[config.mk]
export PLATFORM = sky130hd
export DESIGN_NAME = arb_mux_4to1_n
export DESIGN_NICKNAME = d
export VERILOG_FILES = /design/src/rtl/arb_mux_4to1_n.sv
export SDC_FILE = /design/constraint.sdc
export NUM_CORES = 1
export LEC_CHECK = 0
export ABC_AREA = 1
export CORE_AREA = 2 2 129 131
export CTS_CLUSTER_DIAMETER = 60
export DETAILED_ROUTE_END_ITERATION = 8
export DIE_AREA = 0 0 131 133
export GPL_TIMING_DRIVEN = 0
export PLACE_DENSITY_LB_ADDON = 0.05
export SKIP_LAST_GASP = 1
export SYNTH_ARGS = -nofsm -noshare
export SYNTH_HDL_FRONTEND = slang
export SYNTH_SLANG_ARGS = --single-unit
[constraint.sdc]
create_clock -name clk -period 5.1 [get_ports clk]
set_input_delay 1.53 -clock clk [delete_from_list [all_inputs] [get_ports clk]]
set_output_delay 1.53 -clock clk [all_outputs]
set_load 0.02 [all_outputs]
[src/rtl/arb_mux_4to1_n.sv]
// Registered 4:1 collector: round-robin or fixed-select arbitration of four
// valid/ready producers into a single-entry output register tagged with the source index.
module arb_mux_4to1_n #(
  parameter int DATA_WIDTH = 64
) (
  input  logic                  clk,
  input  logic                  rst_n,
  input  logic [DATA_WIDTH-1:0] ch_1,
  input  logic                  ch_1_valid,
  output logic                  ch_1_ready,
  input  logic [DATA_WIDTH-1:0] ch_2,
  input  logic                  ch_2_valid,
  output logic                  ch_2_ready,
  input  logic [DATA_WIDTH-1:0] ch_3,
  input  logic                  ch_3_valid,
  output logic                  ch_3_ready,
  input  logic [DATA_WIDTH-1:0] ch_4,
  input  logic                  ch_4_valid,
  output logic                  ch_4_ready,
  input  logic                  fix_en,
  input  logic [1:0]            sel_in,
  output logic [DATA_WIDTH-1:0] ch_out,
  output logic                  ch_out_valid,
  input  logic                  ch_out_ready,
  output logic [1:0]            sel_out
);

  typedef enum logic [0:0] {
    EMPTY = 1'b0,
    FULL  = 1'b1
  } state_t;

  state_t                state_r;
  state_t                state_nxt_s;
  logic [1:0]            last_grant_r;
  logic [DATA_WIDTH-1:0] data_r;
  logic [1:0]            sel_r;

  logic [3:0]            valid_s;
  logic [3:0]            grant_s;
  logic [3:0]            ready_s;
  logic [1:0]            win_idx_s;
  logic [1:0]            scan_idx_s;
  logic                  found_s;
  logic                  can_accept_s;
  logic                  accept_s;
  logic [DATA_WIDTH-1:0] win_data_s;

  assign valid_s      = {ch_4_valid, ch_3_valid, ch_2_valid, ch_1_valid};
  assign can_accept_s = (state_r == EMPTY) || ch_out_ready;
  assign accept_s     = |ready_s;

  // Grant selection: fixed channel, or first valid after last_grant in circular order
  always_comb begin
    grant_s    = 4'b0000;
    win_idx_s  = 2'b00;
    scan_idx_s = 2'b00;
    found_s    = 1'b0;
    if (fix_en) begin
      win_idx_s = sel_in;
      if (valid_s[sel_in]) begin
        grant_s[sel_in] = 1'b1;
      end else begin
        grant_s = 4'b0000;
      end
    end else begin
      for (int i = 1; i <= 4; i++) begin
        scan_idx_s = last_grant_r + 2'(i);
        if (!found_s && valid_s[scan_idx_s]) begin
          grant_s[scan_idx_s] = 1'b1;
          win_idx_s           = scan_idx_s;
          found_s             = 1'b1;
        end else begin
          found_s = found_s;
        end
      end
    end
  end

  // Data mux for the winning channel
  always_comb begin
    case (win_idx_s)
      2'd0:    win_data_s = ch_1;
      2'd1:    win_data_s = ch_2;
      2'd2:    win_data_s = ch_3;
      2'd3:    win_data_s = ch_4;
      default: win_data_s = '0;
    endcase
  end

  // Output-register FSM state
  always_ff @(posedge clk or negedge rst_n) begin
    if (!rst_n) begin
      state_r <= EMPTY;
    end else begin
      state_r <= state_nxt_s;
    end
  end

  // Next state: an accept always fills; a drain without accept empties
  always_comb begin
    state_nxt_s = state_r;
    case (state_r)
      EMPTY: begin
        if (accept_s) begin
          state_nxt_s = FULL;
        end else begin
          state_nxt_s = EMPTY;
        end
      end
      FULL: begin
        if (accept_s) begin
          state_nxt_s = FULL;
        end else if (ch_out_ready) begin
          state_nxt_s = EMPTY;
        end else begin
          state_nxt_s = FULL;
        end
      end
      default: state_nxt_s = EMPTY;
    endcase
  end

  // FSM outputs: valid flag and per-channel readies
  always_comb begin
    ch_out_valid = (state_r == FULL);
    if (can_accept_s) begin
      ready_s = grant_s;
    end else begin
      ready_s = 4'b0000;
    end
    ch_1_ready = ready_s[0];
    ch_2_ready = ready_s[1];
    ch_3_ready = ready_s[2];
    ch_4_ready = ready_s[3];
  end

  // Beat payload, source tag and round-robin pointer; all hold unless a beat is accepted
  always_ff @(posedge clk or negedge rst_n) begin
    if (!rst_n) begin
      data_r       <= '0;
      sel_r        <= 2'b00;
      last_grant_r <= 2'b11;
    end else if (accept_s) begin
      data_r       <= win_data_s;
      sel_r        <= win_idx_s;
      last_grant_r <= win_idx_s;
    end else begin
      data_r       <= data_r;
      sel_r        <= sel_r;
      last_grant_r <= last_grant_r;
    end
  end

  assign ch_out  = data_r;
  assign sel_out = sel_r;

endmodule

### After elaboration in Yosys (flattened, before gate mapping)

Index checks and enable logic that the tools add are counted.

| storage, ports and cells | value |
|---|---|
| memory bits (read-only) | 0 |
| register bits | 69 |
| bits in writable memories | 0 |
| output and inout port bits | 71 |
| latch bits | 0 |
| memories | 0 |
| word-level logic and storage cells | 84 |

| cells by class | value |
|---|---|
| div/mod/pow operators | 0 |
| bitwise logic cells | 4 |
| $lt $le $gt $ge | 10 |
| eq/ne operators | 3 |
| reductions and logical operators | 14 |
| $add $sub $neg | 3 |
| multipliers | 0 |
| multiplexer cells | 46 |
| shift operators | 0 |

Operators with widths:

| operator | count |
|---|---|
| $pmux 64 s4 | 1 |
| $mux 4 | 10 |
| $mux 1 | 19 |
| $lt 2x3->1 const B | 5 |
| $or 4x4->4 | 3 |
| $bmux 1 s2 | 5 |
| $demux 1 s2 | 5 |
| $ge 2x1->1 const B | 5 |
| $mux 2 | 5 |
| $logic_and 1x1->1 | 8 |
| $add 2x2->2 const B | 2 |
| $eq 2x2->1 const B | 2 |
| $reduce_or 4->1 | 1 |
| $logic_not 1->1 | 3 |
| $add 2x1->2 const B | 1 |
| $eq 2x1->1 const B | 1 |
| $logic_not 2->1 | 1 |
| $pmux 1 s2 | 1 |
| $logic_or 1x1->1 | 1 |
| $not 1->1 | 1 |

### Depth between registers and ports, before layout

| logic depth | value |
|---|---|
| depth after elaboration | 21 |
| gate-level depth with buffers | 20 |

### Worst setup path after synthesis

No wires, ideal clock.

| timing path | value |
|---|---|
| kind | input -> output |
| start | input ch_3_valid |
| end | output ch_1_ready |
| arrival | 2,435 ps |
| path buffers | 0 |
| slack | 1,135 ps |
| stages on the path | 9 |
| data required time | 3,570 ps |
| path through | inv_1 > nand2_1 > nand3_2 > nand2_4 > nor3_2 > nand2_1 > nand3_1 > nand2_1 > inv_1 |

| on the way | value |
|---|---|
| word-level cells in the longest chain between the ends | 17 |

RTL lines:

| what | line | text |
|---|---|---|
| start, declared | 15 | `input logic ch_3_valid,` |
| $bmux 1 s2 | 69 | `if (!found_s && valid_s[scan_idx_s]) begin` |
| $mux 1 (not written as such) | 69 |  |
| $mux 1 | 69 |  |
| $mux 1 | 59 | `if (fix_en) begin` |
| $logic_not 1->1 | 69 |  |
| $logic_and 1x1->1 | 69 |  |
| $mux 1 | 69 |  |
| $mux 1 | 59 |  |
| $logic_not 1->1 | 69 |  |
| $logic_and 1x1->1 | 69 |  |
| $mux 1 | 69 |  |
| $mux 1 | 59 |  |
| $logic_not 1->1 | 69 |  |
| $logic_and 1x1->1 | 69 |  |
| $mux 4 | 69 |  |
| $mux 4 (*) | 59 |  |
| $mux 4 (*) | 127 | `if (can_accept_s) begin` |
| end, declared | 10 | `output logic ch_1_ready,` |

Every way passes the cells marked *; elsewhere a longest branch is shown, timed or not. The select of a mux whose other input is x is not followed.

### Worst setup path in the final report

| timing path | value |
|---|---|
| start | input ch_1_valid |
| end | output ch_1_ready |

| on the way | value |
|---|---|
| word-level cells in the longest chain between the ends | 17 |

RTL lines:

| what | line | text |
|---|---|---|
| start, declared | 9 | `input logic ch_1_valid,` |
| $bmux 1 s2 | 69 |  |
| $mux 1 (not written as such) | 69 |  |
| $mux 1 | 69 |  |
| $mux 1 | 59 |  |
| $logic_not 1->1 | 69 |  |
| $logic_and 1x1->1 | 69 |  |
| $mux 1 | 69 |  |
| $mux 1 | 59 |  |
| $logic_not 1->1 | 69 |  |
| $logic_and 1x1->1 | 69 |  |
| $mux 1 | 69 |  |
| $mux 1 | 59 |  |
| $logic_not 1->1 | 69 |  |
| $logic_and 1x1->1 | 69 |  |
| $mux 4 | 69 |  |
| $mux 4 (*) | 59 |  |
| $mux 4 (*) | 127 |  |

Marks and branches as above.

==> flow_metrics.env <==
export IMPL_status="complete, no violations"
export IMPL_grt_remaining_overflow=0
export IMPL_drive_gt1_share_pct=6.97
export IMPL_postLayoutCoreUtil_pct=58.0
export IMPL_final_setup_viol_count=0
export IMPL_ys_top_cells_by_area="dfrtp_1, nand2_1, nand3_1, nor2_1, o21ai_1"
export IMPL_max_slew_margin_rel_pct=64.7
export IMPL_ys_seq_elements=69
export IMPL_crit_buf_inv=4
export IMPL_clock_latency_ns=0.34
export IMPL_tightest_slew_ns=0.530
export IMPL_core_um2=16200
export IMPL_ys_types=32
export IMPL_cpPeakStageDelay_ns=0.53
export IMPL_avgSynthCellArea_um2=6.14
export IMPL_hold_buffers=0
export IMPL_cts_tree="done"
export IMPL_final_cells=1455
export IMPL_cts_htree_levels=3
export IMPL_crit_type="primary input to primary output"
export IMPL_yosysMostFrequentCell="nand2_1"
export IMPL_critPathTopFamily="buffers and inverters"
export IMPL_crit_fanout=8
export IMPL_place_congestion=0.862
export IMPL_worstPathArrival_ns=3.18
export IMPL_ys_async_sr_fraction_pct=100
export IMPL_cts_buffers=9
export IMPL_hold_path_class="flop to flop"
export IMPL_reg2reg_depth=16
export IMPL_finalHoldViolations=0
export IMPL_power_density_nw_per_um2=611
export IMPL_synth_ff_type="dfrtp_1"
export IMPL_routed_wl_um=24300
export IMPL_synth_edf_count=0
export IMPL_ir_drop_mv=0.249
export IMPL_io_buffers=336
export IMPL_synth_nets=1155
export IMPL_min_to="ch_out[52]$_DFFE_PN0P_"
export IMPL_worstPathCellList="clkdlybuf4s50_1 > inv_1 > nand2_1 > nand2_1 > nand2_1 > nand2_2 > nor3_4 > nand2_1 > nand3_1 > nand2_1 > inv_1 > dlymetal6s2s_1"
export IMPL_grt_pass1_wl_um=36300
export IMPL_min_delay_path_depth=2
export IMPL_synthTopCellsByCount="nand2_1, nand3_1, nor2_1"
export IMPL_skew_ns=0.00624
export IMPL_power_uw=5730
export IMPL_area_growth_pct=73.4
export IMPL_critPathMostFrequentCell="nand2_1"
export IMPL_worstHoldStart="ch_out[52]$_DFFE_PN0P_"
export IMPL_ios=337
export IMPL_wire_per_inst_um=16.7
export IMPL_fp_dieH_um=133
export IMPL_drc=0
export IMPL_clkTransAtPathRegs_ns=0.06
export IMPL_reg2reg_from="last_grant_r[0]$_DFFE_PN1P_"
export IMPL_grt_max_degree=66
export IMPL_drtPass1Iterations=8
export IMPL_yosys_area_top_type="dfrtp_1"
export IMPL_initial_utilization_pct=33.4
export IMPL_reg2reg_to="ch_out[55]$_DFFE_PN0P_"
export IMPL_fmax_mhz=212
export IMPL_ant_nets=0
export IMPL_vias_per_cell=4.76
export IMPL_nFillCells=1619
export IMPL_critical_path_required_ns=3.57
export IMPL_ys_seq_area_share_pct=32.0
export IMPL_grt_use_total_pct=27.4
export IMPL_tns_ns=0
export IMPL_yosys_area_top_type_share_pct=31.0
export IMPL_placementRows=47
export IMPL_placed_cells=1438
export IMPL_leakagePower_uw=0.00444
export IMPL_die_w_um=131
export IMPL_end_kind="primary output"
export IMPL_fp_dieArea_um2=17400
export IMPL_syn_instance_count=881
export IMPL_slew_violations=0
export IMPL_cts_sinks=69
export IMPL_cts_setup_buffers=0
export IMPL_syn_area_um2=5410
export IMPL_r2r_slack_ns=1.98
export IMPL_first_iter_violations=397
export IMPL_vias=6925
export IMPL_maxCapViolCount=0
export IMPL_grt_antenna_before_repair=2
export IMPL_synth_warnings=0
export IMPL_critPathLaunchType="primary input"
export IMPL_grt_pass1_vias=6799
export IMPL_finalCritPeriodShare_pct=92.4
export IMPL_dp_hpwl_um=18700
export IMPL_slowest_stage="clkdlybuf4s50_1"
export IMPL_rsz0062_at_grt="false"
export IMPL_cts_root_buf="clkbuf_16"
export IMPL_nets=1503
export IMPL_post_route_min_period_ns=4.71
export IMPL_clk_path_buf_depth=2
export IMPL_hold_ws_ns=0.474
-- power by group --
| group | internal (µW) | switching, µW | total (µW) |
|---|---|---|---|
| sequential | 852 | 162 | 1010 |
| clock | 394 | 244 | 638 |
| combinational | 1590 | 2490 | 4080 |
| total | 2840 | 2900 | 5730 |
-- registers in the layout, summed over array words and instances, names as in the netlist --
name / cells
ch_out: 64
last_grant_r: 2
sel_out: 2
ch_out_valid: 1
-- layout by cell type, fill, tap and decap left out, drive strengths merged --
cell           instances
inv                   24
nand4                  6
o21ai                 46
dfrtp                 67
clkdlybuf4s50        331
buf                   52
dlymetal6s2s           4
dfstp                  2
nand2                365
a21boi                 1
diode                  1
a21oi                  9
or2                   23
bufinv                 1
clkbuf                22
nor3                   2
nand3                136
ha                     8
nor2                 135
-- how the worst max path moves through the flow --
stage	start	endpoint	slack [ns]	depth (start not counted)
floorplan	ch_3_valid	ch_1_ready	1.13	9
global placement	rst_n	ch_out[25]$_DFFE_PN0P_	-0.10	1
detailed placement	ch_1_valid	ch_1_ready	-0.04	12
CTS	ch_1_valid	ch_1_ready	0.004	12
global route	ch_1_valid	ch_3_ready	0.15	12
finish	ch_1_valid	ch_1_ready	0.39	12
-- logic make-up (layout without fill, tap and decap cells) --
group / Yosys count / after routing / synth area share [%]
and+or+nand+nor: 667 / 667 / 52.2
adders and majority gates: 8 / 8 / 1.85
DFF: 69 / 69 / 32.0
buffers and inverters: 81 / 434 / 8.50
other: 0 / 1 / 0
AOI/OAI and AO/OA: 56 / 56 / 5.51
-- worst reg2reg max path, stage by stage, from the launching register on --
cell	delay (ns)
dfstp_2	0.58
buf_6	0.16
inv_6	0.06
ha_1	0.34
inv_1	0.12
nand3_2	0.12
nand2_4	0.16
nor2_4	0.08
nand4_1	0.08
nand2_1	0.10
a21oi_4	0.36
nand2_2	0.30
buf_2	0.28
nor2_1	0.11
nor2_1	0.07
nand2_1	0.07
nand2_1	0.05
-- timing repair --
action	in CTS	in global routing
hold endpoints to repair	0	0
setup endpoints to repair	4	4
resized for setup	1	4
pin swaps	0	0
-- metal layers --
metal | track usage (%) | share of wire, % | vias up
met3 | 7.40 | 8.3 | 48
met5 | 0 | 0 | -
met1 | 31.7 | 39 | 3108
met4 | 9.63 | 2.9 | 0
li1 | - | - | 3486
met2 | 48.2 | 50 | 283
-- metrics by stage --
stage               setup WS (ns)  cell area, µm²
floorplan                    1.13            5410
global placement           -0.102            9040
detailed placement        -0.0354            9070
CTS                       0.00380            9360
global route                0.147            9380
finish                      0.387            9380
-- cell type report --
| cell class | instances | area (µm²) | share of cell area [%] |
|---|---|---|---|
| repair buffers | 337 | 3400 | 36.2 |
| multi-input cells | 731 | 3220 | 34.4 |
| flip-flops and latches | 69 | 1730 | 18.4 |
| plain buffers | 57 | 362 | 3.86 |
| well taps | 220 | 275 | 2.94 |
| clock buffers | 15 | 258 | 2.75 |
| inverters | 24 | 97.6 | 1.04 |
| clock inverters | 1 | 30.0 | 0.320 |
| diodes | 1 | 2.50 | 0.0267 |
No activity file was read; power rests on OpenSTA's default activity.
